--- src/rtl/pipe_hazard_ctrl.sv ---
// pipe_hazard_ctrl: stall/flush sequencer for the 5-stage pipeline.
//   Generates the hold/advance and bubble controls for the four inter-stage
//   registers (F2D, D2E, E2M, M2W) and the PC write-enable/select. The inputs
//   are memory busy, mul/div busy, load-use and EX redirect.
//   A redirect that arrives while a fetch is outstanding is parked in WAIT.
//   It completes on the cycle that fetch returns, and that returning
//   (stale) instruction is killed.
// Ports:
//   clk, reset        clock; asynchronous active-low reset
//   imem_busy         fetch outstanding this cycle
//   dmem_busy         MEM-stage access outstanding
//   ex_busy           multi-cycle EX op not finished
//   load_use          ID depends on a load in EX
//   redirect          EX taken branch/jump/mispredict
//   redirect_pc       redirect target
//   reg_en[3:0]       advance enables [0]F2D [1]D2E [2]E2M [3]M2W
//   reg_flush[3:0]    bubble insert, overrides reg_en
//   pc_en, pc_sel     PC write enable; 1 selects pc_target
//   pc_target         redirect target (0 when pc_sel=0)
//   fetch_kill        discard the fetch returning this cycle
//   perf_stall_cyc    cycles with pc_en==0        (PIPE_HAZARD_PERF_EN only)
//   perf_flush_cnt    redirects accepted in RUN   (PIPE_HAZARD_PERF_EN only)
// Build option: define PIPE_HAZARD_PERF_EN to add the performance counters.
module pipe_hazard_ctrl #(
  parameter int XLEN  = 64,
  parameter int CNT_W = 32
) (
  input  logic            clk,
  input  logic            reset,
  input  logic            imem_busy,
  input  logic            dmem_busy,
  input  logic            ex_busy,
  input  logic            load_use,
  input  logic            redirect,
  input  logic [XLEN-1:0] redirect_pc,
  output logic [3:0]      reg_en,
  output logic [3:0]      reg_flush,
  output logic            pc_en,
  output logic            pc_sel,
  output logic [XLEN-1:0] pc_target,
`ifdef PIPE_HAZARD_PERF_EN
  output logic [CNT_W-1:0] perf_stall_cyc,
  output logic [CNT_W-1:0] perf_flush_cnt,
`endif
  output logic            fetch_kill
);

  typedef enum logic {ST_RUN = 1'b0, ST_WAIT = 1'b1} state_e;

  state_e          state_q, state_d;
  logic [XLEN-1:0] pend_pc_q, pend_pc_d;
  logic            redir_acc;

  always_ff @(posedge clk or negedge reset) begin
    if (!reset) begin
      state_q   <= ST_RUN;
      pend_pc_q <= '0;
    end else begin
      state_q   <= state_d;
      pend_pc_q <= pend_pc_d;
    end
  end

  always_comb begin
    reg_en     = 4'hF;
    reg_flush  = 4'h0;
    pc_en      = 1'b1;
    pc_sel     = 1'b0;
    pc_target  = '0;
    fetch_kill = 1'b0;
    state_d    = state_q;
    pend_pc_d  = pend_pc_q;
    redir_acc  = 1'b0;
    if (!reset) begin
      reg_en    = 4'h0;
      reg_flush = 4'hF;
      pc_en     = 1'b0;
    end else begin
      // While waiting, whatever sits in F2D is younger than the redirect.
      if (state_q == ST_WAIT) reg_flush[0] = 1'b1;
      if (dmem_busy) begin
        pc_en        = 1'b0;
        reg_en[2:0]  = 3'b000;
        reg_flush[3] = 1'b1;
      end else if (ex_busy) begin
        pc_en        = 1'b0;
        reg_en[1:0]  = 2'b00;
        reg_flush[2] = 1'b1;
      end else if (state_q == ST_WAIT) begin
        if (imem_busy) begin
          pc_en = 1'b0;
        end else begin
          fetch_kill = 1'b1;
          pc_sel     = 1'b1;
          pc_target  = pend_pc_q;
          state_d    = ST_RUN;
        end
      end else if (redirect) begin
        redir_acc      = 1'b1;
        reg_flush[1:0] = 2'b11;
        if (!imem_busy) begin
          pc_sel    = 1'b1;
          pc_target = redirect_pc;
        end else begin
          // Fetch in flight: PC must not move until it returns.
          pc_en     = 1'b0;
          pend_pc_d = redirect_pc;
          state_d   = ST_WAIT;
        end
      end else if (load_use) begin
        pc_en        = 1'b0;
        reg_en[0]    = 1'b0;
        reg_flush[1] = 1'b1;
      end else if (imem_busy) begin
        pc_en        = 1'b0;
        reg_flush[0] = 1'b1;
      end
    end
  end

`ifdef PIPE_HAZARD_PERF_EN
  logic [CNT_W-1:0] stall_q, flush_q;
  always_ff @(posedge clk or negedge reset) begin
    if (!reset) begin
      stall_q <= '0;
      flush_q <= '0;
    end else begin
      if (!pc_en)    stall_q <= stall_q + 1'b1;
      if (redir_acc) flush_q <= flush_q + 1'b1;
    end
  end
  assign perf_stall_cyc = stall_q;
  assign perf_flush_cnt = flush_q;
`endif

endmodule

--- config.mk ---
export PLATFORM = sky130hd
export DESIGN_NAME = pipe_hazard_ctrl
export DESIGN_NICKNAME = d
export VERILOG_FILES = /design/src/rtl/pipe_hazard_ctrl.sv
export SDC_FILE = /design/constraint.sdc
export NUM_CORES = 1
export LEC_CHECK = 0
export BUFFER_PORTS_ARGS = -buffer_cell sky130_fd_sc_hd__buf_4
export CELL_PAD_IN_SITES_DETAIL_PLACEMENT = 1
export CELL_PAD_IN_SITES_GLOBAL_PLACEMENT = 2
export CORE_ASPECT_RATIO = 0.9
export CORE_UTILIZATION = 25
export CTS_CLUSTER_SIZE = 20
export DETAILED_ROUTE_END_ITERATION = 12
export PLACE_DENSITY_LB_ADDON = 0.05
export SYNTH_ARGS = -nofsm -noshare
export SYNTH_HDL_FRONTEND = slang
export SYNTH_SLANG_ARGS = --single-unit
--- constraint.sdc ---
create_clock -name clk -period 1.5 [get_ports clk]
set_input_delay 0.3 -clock clk [delete_from_list [all_inputs] [get_ports clk]]
set_output_delay 0.3 -clock clk [all_outputs]
set_load 0.1 [all_outputs]
==> results of run 1 <==
## registers in the layout (all words and copies together), names as in the netlist
signal / count
pend_pc_q: 64
state_q: 1
## repair_timing
action,in CTS,in global routing
endpoints found under the setup margin,137,134
hold buffers,1,0
resized for setup,211,10
hold endpoints to repair,1,0
cloned,2,5
pin swaps,3,48
buffers inserted,2,5
## stage by stage
step	power [uW]	setup WS (ns)	utilization (%)	hold WS, ns	instance area, um^2
after floorplan	4170	-1.08	-	0.00441	4250
after CTS	6910	-0.559	48.9	0.158	6880
after detailed placement	4790	-0.360	40.2	0.270	5650
after global routing	7340	-0.634	50.2	0.181	7060
after global placement	4740	-0.343	40.2	0.267	5650
final	6990	-0.563	50.2	0.154	7060
## area by class of cell
class	count	area, um^2
inverter	4	27.5
tap	193	241
clock buffer	11	243
multi-input combinational	209	2420
timing repair buffer	185	2490
clock inverter	4	20.0
sequential	65	1630
fill	1392	6990
## synthesized netlist by cell type (all sizes together)
| library cell | instances |
|---|---|
| o41ai | 1 |
| a21oi | 2 |
| o21ai | 1 |
| inv | 4 |
| dfrtp | 65 |
| mux2 | 64 |
| a22oi | 64 |
| o311ai | 1 |
| nand2 | 1 |
| buf | 16 |
| clkbuf | 13 |
| and2b | 2 |
| nor3b | 1 |
| a21boi | 2 |
| nand2b | 1 |
| nand4 | 1 |
| nor2 | 68 |
## metal layers
metal  global-route usage, %  vias to the layer above  share of wire, %
li1                        -                     1442                 -
met1                    23.1                     1605                44
met2                    28.0                       85                50
met3                    4.52                        6               4.6
met4                    4.47                        0              0.83
met5                       0                        -                 0
## how the worst max path moves through the flow
stage	end	start	depth (start not counted)
finish	pc_target[12]	state_q$_DFFE_PN0P_	6
global placement	pc_target[36]	state_q$_DFFE_PN0P_	4
global route	pc_target[42]	state_q$_DFFE_PN0P_	6
floorplan	fetch_kill	dmem_busy	6
CTS	pc_target[59]	state_q$_DFFE_PN0P_	5
detailed placement	pc_target[36]	state_q$_DFFE_PN0P_	4
## critical path, stage by stage, from the launching register on
cell,delay [ns]
dfrtp_2,0.42
and2b_4,0.28
buf_12,0.13
clkbuf_16,0.15
a22oi_1,0.10
nor2_4,0.16
buf_12,0.18
## kinds of logic after synthesis
kind of cell	Yosys count	share of synthesized area, %
multiplexers	64	26.3
AO/OA/AOI/OAI	71	14.7
buffers and inverters	33	5.04
AND/OR/NAND/NOR	74	8.77
flip-flops	65	45.2
## power groups by stage
| stage | Combinational (uW) | Clock [uW] | Sequential, uW |
|---|---|---|---|
| finish | 2600 | 1920 | 2470 |
| global route | 2770 | 2050 | 2520 |
| CTS | 2480 | 1980 | 2450 |
| detailed placement | 2330 | 0 | 2460 |
| global placement | 2300 | 0 | 2450 |
| floorplan | 1780 | 0 | 2390 |
==> flow_summary.ini, run 1 <==
[outcome]
status = finished, violations left
failed_checks = setup timing

[synth]
ys_seq_elements = 65
yosysWarnings = 0
synth_top_area_share_pct = 45.2
synth_area_per_cell_um2 = 11.7
seq_area_frac_synth_pct = 45.2
synth_nets = 378
syn_area_um2 = 3600
yosysTopAreaCell = dfrtp_1
synthCells = 307
ys_types = 22
netlist_top_cells_area = dfrtp_1 (45%), mux2_4 (25%), a22oi_1 (13%), nor2_1 (7.1%), buf_6 (1.9%)

[sta]
finalClockSkew_ns = 0.00692
setup_viol_count_final = 134
fin_tns_setup_ns = -59.35
tightest_slew_ns = 0.601
slew_headroom_pct = 59.9
rsz0062_at_grt = yes
maxSlewViolCount = 0
timing.final.crit_share_pct = 138
fin_ws_ns = -0.563
max_freq_mhz = 485
hold_viol = 0
min_period_ns = 2.06

[pwr]
power_frac_seq_pct = 35.3
ir_worst_vdd_mv = 0.560
p_clk_share_pct = 27.4
netSwitchingPower_uw = 2370
p_comb_share_pct = 37.2
internal_power_uw = 4620
power.density_nw_per_um2 = 990
p_leak_uw = 0.00306
p_sw_share_pct = 33.9

[placement]
hpwl_um = 7860
place_congestion = 0.673
dp.cells = 641
portBuffers = 145

[route]
firstDrtPassIters = 4
postRouteAntennaNets = 0
totalWireLength_um = 12700
routedWlPerCell_um = 19.0
drcViolationCount = 0
viasPerCell = 4.68
drt_iter0_markers = 97
via_count = 3138

[setup_path]
rr_startpoint = state_q$_DFFE_PN0P_
crit_required_ns = 1.20
path_max_fanout = 9
start_kind = flip-flop
reg2reg_depth = 7
rrSetupSlack_ns = -0.39
cp.arrival_ns = 1.76
crit_type = flip-flop to output port
r2r_end = pend_pc_q[12]$_DFFE_PN0P_
end_kind = output port

[final_layout]
synthToLayoutAreaGrowth_pct = 96.3
mostFrequentLayoutCell = buf_4
layout-drive-gt1-share_pct = 73.0
fin_cells = 671
n_antenna_cell = 0
nNetsFinal = 545
most-common-layout-cells = buf_4 (89), buf_12 (76), nor2_4 (66), dfrtp_1 (64), mux2_4 (60)

[floorplan]
initial_utilization_pct = 25.6
coreArea_um2 = 14100
rows = 41
ios = 146
die_w_um = 128
die_y_um = 116
die_area_um2 = 14900

[hold_path]
hold_class = primary input to asynchronous set/reset pin

[global_routing]
overflow = 0
grt_start_max_net_pins = 49
grt_pass1_wl_um = 19600
grt.total_usage_pct = 17.4
grt_antenna_before_repair = 0
grt_pass1_vias = 3494

[clock_network]
tritoncts = yes
clock_path_buffers = 2
h-tree-depth = 3
cts.sinks = 65
clk_latency_ns = 0.33
cts-buffers-inserted = 9
cts-root-buf = clkbuf_16
cts.clk_slew.worst_paths_ns = 0.06

[flow_run]
max_cap_violations = 0
(Power assumes the default switching activity.)
==> run 2, diff against run 1 <==
--- a/config.mk
+++ b/config.mk
@@ -5,7 +5,7 @@
 export SDC_FILE = /design/constraint.sdc
 export NUM_CORES = 1
 export LEC_CHECK = 0
-export BUFFER_PORTS_ARGS = -buffer_cell sky130_fd_sc_hd__buf_4
+export BUFFER_PORTS_ARGS = -buffer_cell sky130_fd_sc_hd__buf_2
 export CELL_PAD_IN_SITES_DETAIL_PLACEMENT = 1
 export CELL_PAD_IN_SITES_GLOBAL_PLACEMENT = 2
 export CORE_ASPECT_RATIO = 0.9
==> run 2 against run 1 <==
Net effect:
- the run still ends with setup timing left
- first-iteration DRC count down 9.3%
- register-to-register slack got worse by 0.07 ns
- maximum frequency grew 1.5%
- cell count rose by 2.5%
==> flow_summary.ini, run 2 (synthesized netlist as in run 1, its figures left out) <==
[setup_path]
start_kind = flip-flop
crit_type = flip-flop to output port
cp.arrival_ns = 1.73
crit_required_ns = 1.20
r2r_end = pend_pc_q[58]$_DFFE_PN0P_
reg2reg_depth = 8
rr_startpoint = state_q$_DFFE_PN0P_
path_max_fanout = 8
rrSetupSlack_ns = -0.46
end_kind = output port

[pwr]
p_clk_share_pct = 26.1
p_sw_share_pct = 34.3
power.density_nw_per_um2 = 969
power_frac_seq_pct = 35.0
netSwitchingPower_uw = 2440
p_leak_uw = 0.00317
internal_power_uw = 4680
p_total_uw = 7130
ir_worst_vdd_mv = 0.531
p_comb_share_pct = 38.9

[floorplan]
initial_utilization_pct = 25.6
die_area_um2 = 14900
die_y_um = 116
rows = 41
die_w_um = 128
coreArea_um2 = 14100
ios = 146

[placement]
placed_cell_area_um2 = 6450
dpl_worst_slack_ns = -0.216
hpwl_um = 8620
place_congestion = 0.755
dp.cells = 646
portBuffers = 145

[outcome]
status = finished, violations left
failed_checks = setup timing

[route]
via_count = 3272
drt_iter0_markers = 88
postRouteAntennaNets = 0
viasPerCell = 4.76
totalWireLength_um = 13500
routedWlPerCell_um = 19.7
firstDrtPassIters = 4
drcViolationCount = 0

[final_layout]
largest_reg_flops = 64
synthToLayoutAreaGrowth_pct = 104
layout-drive-gt1-share_pct = 78.8
nNetsFinal = 561
n_antenna_cell = 0
most-common-layout-cells = buf_12 (87), buf_2 (69), nor2_4 (66), dfrtp_1 (64), mux2_4 (60)
fin_cells = 688
final_area_um2 = 7350
mostFrequentLayoutCell = buf_12
top_register = pend_pc_q
reg_top3 = pend_pc_q: 64 flops, state_q: 1 flops

[global_routing]
grt_pass1_wl_um = 19600
grt_antenna_before_repair = 0
grt_pass1_vias = 3467
overflow = 0
grt_start_max_net_pins = 51
grt.total_usage_pct = 17.6

[hold_path]
hold_class = primary input to asynchronous set/reset pin

[sta]
hold_viol = 0
slew_headroom_pct = 54.3
timing.final.crit_share_pct = 135
fin_ws_ns = -0.532
min_period_ns = 2.03
maxSlewViolCount = 0
finalClockSkew_ns = 0.00503
tightest_slew_ns = 0.685
setup_viol_count_final = 134
rsz0062_at_grt = yes
max_freq_mhz = 492

[clock_network]
cts.sinks = 65
cts.clk_slew.worst_paths_ns = 0.05
cts-buffers-inserted = 9
h-tree-depth = 3
cts-root-buf = clkbuf_16
tritoncts = yes
clock_path_buffers = 2
clk_latency_ns = 0.33

[flow_run]
max_cap_violations = 0
-- run 2: changes by cell type in the layout (fill, tap and decap cells not counted), sizes merged --
cell	delta
dlygate4sd3	-1
clkbuf	+5
buf	+13
-- run 2: area by class of cell --
cell class                 count  area, um^2
clock buffer                  12         236
clock inverter                 4        20.0
tap                          193         241
timing repair buffer         201        2670
multi-input combinational    209        2530
inverter                       4        30.0
sequential                    65        1630
fill                        1385        6700
-- run 2: worst max path at each step --
stage                          to           startpoint  cells after the start  slack, ns
floorplan              fetch_kill            dmem_busy                      6      -1.08
global placement     pc_target[4]             redirect                      6      -0.20
detailed placement  pc_target[25]                reset                      6      -0.22
CTS                 pc_target[27]  state_q$_DFFE_PN0P_                      5      -0.54
global route        pc_target[48]  state_q$_DFFE_PN0P_                      6      -0.58
finish              pc_target[48]  state_q$_DFFE_PN0P_                      6      -0.53
-- run 2: through the flow --
step	util (%)	hold slack, ns	setup TNS, ns
global route	52.3	0.0177	-68.57
CTS	49.4	0.0104	-49.48
floorplan	-	0.00441	-78.99
finish	52.3	0.00841	-59.39
global placement	45.9	0.367	-18.57
detailed placement	45.9	0.370	-20.97
-- run 2: timing repair --
action,CTS,global route
gates cloned,4,10
endpoints found under the setup margin,133,135
resized for setup,22,34
setup buffers,8,5
pin swaps,1,50
hold buffers,0,0
-- run 2: metal layers --
layer	up-vias	global-route usage, %	share of wire (%)
li1	1487	-	-
met3	14	4.29	4.7
met4	0	6.04	1.5
met1	1677	22.3	44
met2	94	29.2	50
met5	-	0	0
-- run 2: power groups by stage --
stage                     sequential [uW]  combinational [uW]  clock (uW)
after global placement               2450                2420           0
after floorplan                      2390                1780           0
final                                2490                2770        1860
after detailed placement             2460                2460           0
after global routing                 2540                2940        1990
after CTS                            2460                2530        1930
-- run 2: critical path, cell delays in order (launching register included) --
cell	delay, ns
dfrtp_2	0.40
and2b_4	0.28
buf_12	0.15
buf_6	0.14
a22oi_1	0.10
nor2_4	0.15
buf_12	0.18
==> run 3, diff against run 2 <==
--- a/config.mk
+++ b/config.mk
@@ -13,6 +13,7 @@
 export CTS_CLUSTER_SIZE = 20
 export DETAILED_ROUTE_END_ITERATION = 12
 export PLACE_DENSITY_LB_ADDON = 0.05
+export RECOVER_POWER = 50
 export SYNTH_ARGS = -nofsm -noshare
 export SYNTH_HDL_FRONTEND = slang
 export SYNTH_SLANG_ARGS = --single-unit
==> run 3 against run 2 <==
Net effect:
- the flow still finishes with violations (setup timing)
- maximum frequency is essentially flat
- non-clock buffer count stayed put
- core utilization shrank 0.080 points
- sequential share of layout area is essentially flat
- wire length about the same
- global-route usage did not move
- clock-buffer cell count did not move
- critical endpoint unchanged
- largest power group unchanged
- highest routed layer unchanged
==> flow_summary.ini, run 3 (synthesized netlist as in run 1, its figures left out) <==
[setup_path]
rrSetupSlack_ns = -0.46
cp.arrival_ns = 1.73
cp_slowest_stage_delay_ns = 0.40
critPathTopFamily = buffers and inverters
crit_buf_inv = 3
crit_type = flip-flop to output port
slowest_stage = dfrtp_2
path_common_cell = buf_12
path_cells = and2b_4 -> buf_12 -> buf_6 -> a22oi_1 -> nor2_4 -> buf_12
start_kind = flip-flop
end_kind = output port
crit_required_ns = 1.20
path_max_fanout = 8

[clock_network]
cts.sinks = 65
clock_path_buffers = 2
tritoncts = yes
h-tree-depth = 3
cts-buffers-inserted = 9
cts.clk_slew.worst_paths_ns = 0.05
clk_latency_ns = 0.33
cts-root-buf = clkbuf_16

[sta]
min_period_ns = 2.03
timing.final.crit_share_pct = 135
hold_viol = 0
tightest_slew_ns = 0.749
rsz0062_at_grt = yes
setup_viol_count_final = 138
max_freq_mhz = 492
slew_headroom_pct = 50.1
fin_ws_ns = -0.532
finalClockSkew_ns = 0.00503
maxSlewViolCount = 0

[global_routing]
met2_usage_pct = 29.2
grt.total_usage_pct = 17.6
grt_start_max_net_pins = 51
grt.met3_usage_pct = 4.29
overflow = 0
grt-busiest-layer = met2
gr-usage-met1_pct = 22.3
grt_antenna_before_repair = 0
grt_pass1_vias = 3467
grt_pass1_wl_um = 19600

[floorplan]
die_w_um = 128
initial_utilization_pct = 25.6
die_area_um2 = 14900
ios = 146
die_y_um = 116
rows = 41
coreArea_um2 = 14100

[hold_path]
hold_class = primary input to asynchronous set/reset pin

[route]
drt_iter0_markers = 88
postRouteAntennaNets = 0
viasPerCell = 4.76
drcViolationCount = 0
totalWireLength_um = 13500
firstDrtPassIters = 4
via_count = 3273
routedWlPerCell_um = 19.7

[placement]
dpl_worst_slack_ns = -0.216
dp.cells = 646
hpwl_um = 8620
portBuffers = 145
placed_cell_area_um2 = 6450
place_congestion = 0.755

[final_layout]
largest_reg_flops = 64
fin_cells = 688
synthToLayoutAreaGrowth_pct = 104
n_antenna_cell = 0
reg_top3 = pend_pc_q: 64 flops, state_q: 1 flops
top_register = pend_pc_q
layout-drive-gt1-share_pct = 78.2
mostFrequentLayoutCell = buf_12
final_area_um2 = 7340
nNetsFinal = 561
most-common-layout-cells = buf_12 (87), buf_2 (69), nor2_4 (66), dfrtp_1 (64), mux2_4 (60)
fin_util_pct = 52.2

[pwr]
p_leak_uw = 0.00316
ir_worst_vdd_mv = 0.531
power_frac_seq_pct = 35.0
p_clk_share_pct = 26.1
p_sw_share_pct = 34.3
netSwitchingPower_uw = 2440
p_comb_share_pct = 38.9
power.density_nw_per_um2 = 970
internal_power_uw = 4680

[flow_run]
max_cap_violations = 0

[outcome]
failed_checks = setup timing
status = finished, violations left
## run 3: changes by cell type in the layout (fill, tap and decap cells not counted), sizes merged
cell	before	now
buf	194	190
clkbuf	19	23
## run 3: worst reg2reg max path: stages, from the launching register on
cell and delay, ns:
dfrtp_2 0.40, and2b_4 0.28, buf_12 0.15, buf_4 0.12, buf_6 0.09, nand4_4 0.15
buf_12 0.20, clkbuf_16 0.16, mux2_4 0.29
## run 3: power groups by stage
stage	Sequential (uW)	Clock, uW	Combinational (uW)
2_1_floorplan	2390	0	1780
3_3_place_gp	2450	0	2420
3_5_place_dp	2460	0	2460
4_1_cts	2460	1930	2530
5_1_grt	2540	1990	2930
6_report	2490	1860	2770
## run 3: final timing paths
kind,depth (start not counted),endpoint,startpoint
worst max-delay path,6,pc_target[48],state_q$_DFFE_PN0P_
worst min-delay path,2,state_q$_DFFE_PN0P_,reset
worst max register to register,8,pend_pc_q[58]$_DFFE_PN0P_,state_q$_DFFE_PN0P_
worst min register to register,1,pend_pc_q[43]$_DFFE_PN0P_,pend_pc_q[43]$_DFFE_PN0P_
max in group asynchronous,3,pend_pc_q[3]$_DFFE_PN0P_,reset
min in group clk,2,pend_pc_q[10]$_DFFE_PN0P_,redirect_pc[10]
## run 3: per-stage QoR
| stage | power (uW) | hold WS [ns] | setup TNS [ns] |
|---|---|---|---|
| 3_3_place_gp | 4870 | 0.367 | -18.57 |
| 4_1_cts | 6910 | 0.0104 | -49.48 |
| 2_1_floorplan | 4170 | 0.00441 | -78.99 |
| 5_1_grt | 7460 | 0.209 | -69.56 |
| 3_5_place_dp | 4930 | 0.370 | -20.97 |
| 6_report | 7120 | 0.195 | -59.92 |
## run 3: per-layer routing
metal | vias to the layer above | share of wire [%]
met1 | 1677 | 44
li1 | 1488 | -
met4 | 0 | 1.5
met2 | 94 | 50
met3 | 14 | 4.7
met5 | - | 0
## run 3: cell type report
type / count / area, um^2
clock inverter: 4 / 20.0
fill: 1388 / 6710
multi-input combinational: 209 / 2530
inverter: 4 / 30.0
tap: 193 / 241
clock buffer: 12 / 236
timing repair buffer: 201 / 2660
sequential: 65 / 1630
## run 3: repair_timing
item	4_1_cts	5_1_grt
setup buffers	8	5
resized for setup	22	34
setup endpoints to repair	133	135
pin swaps	1	50
cloned	4	10
hold buffers	0	0
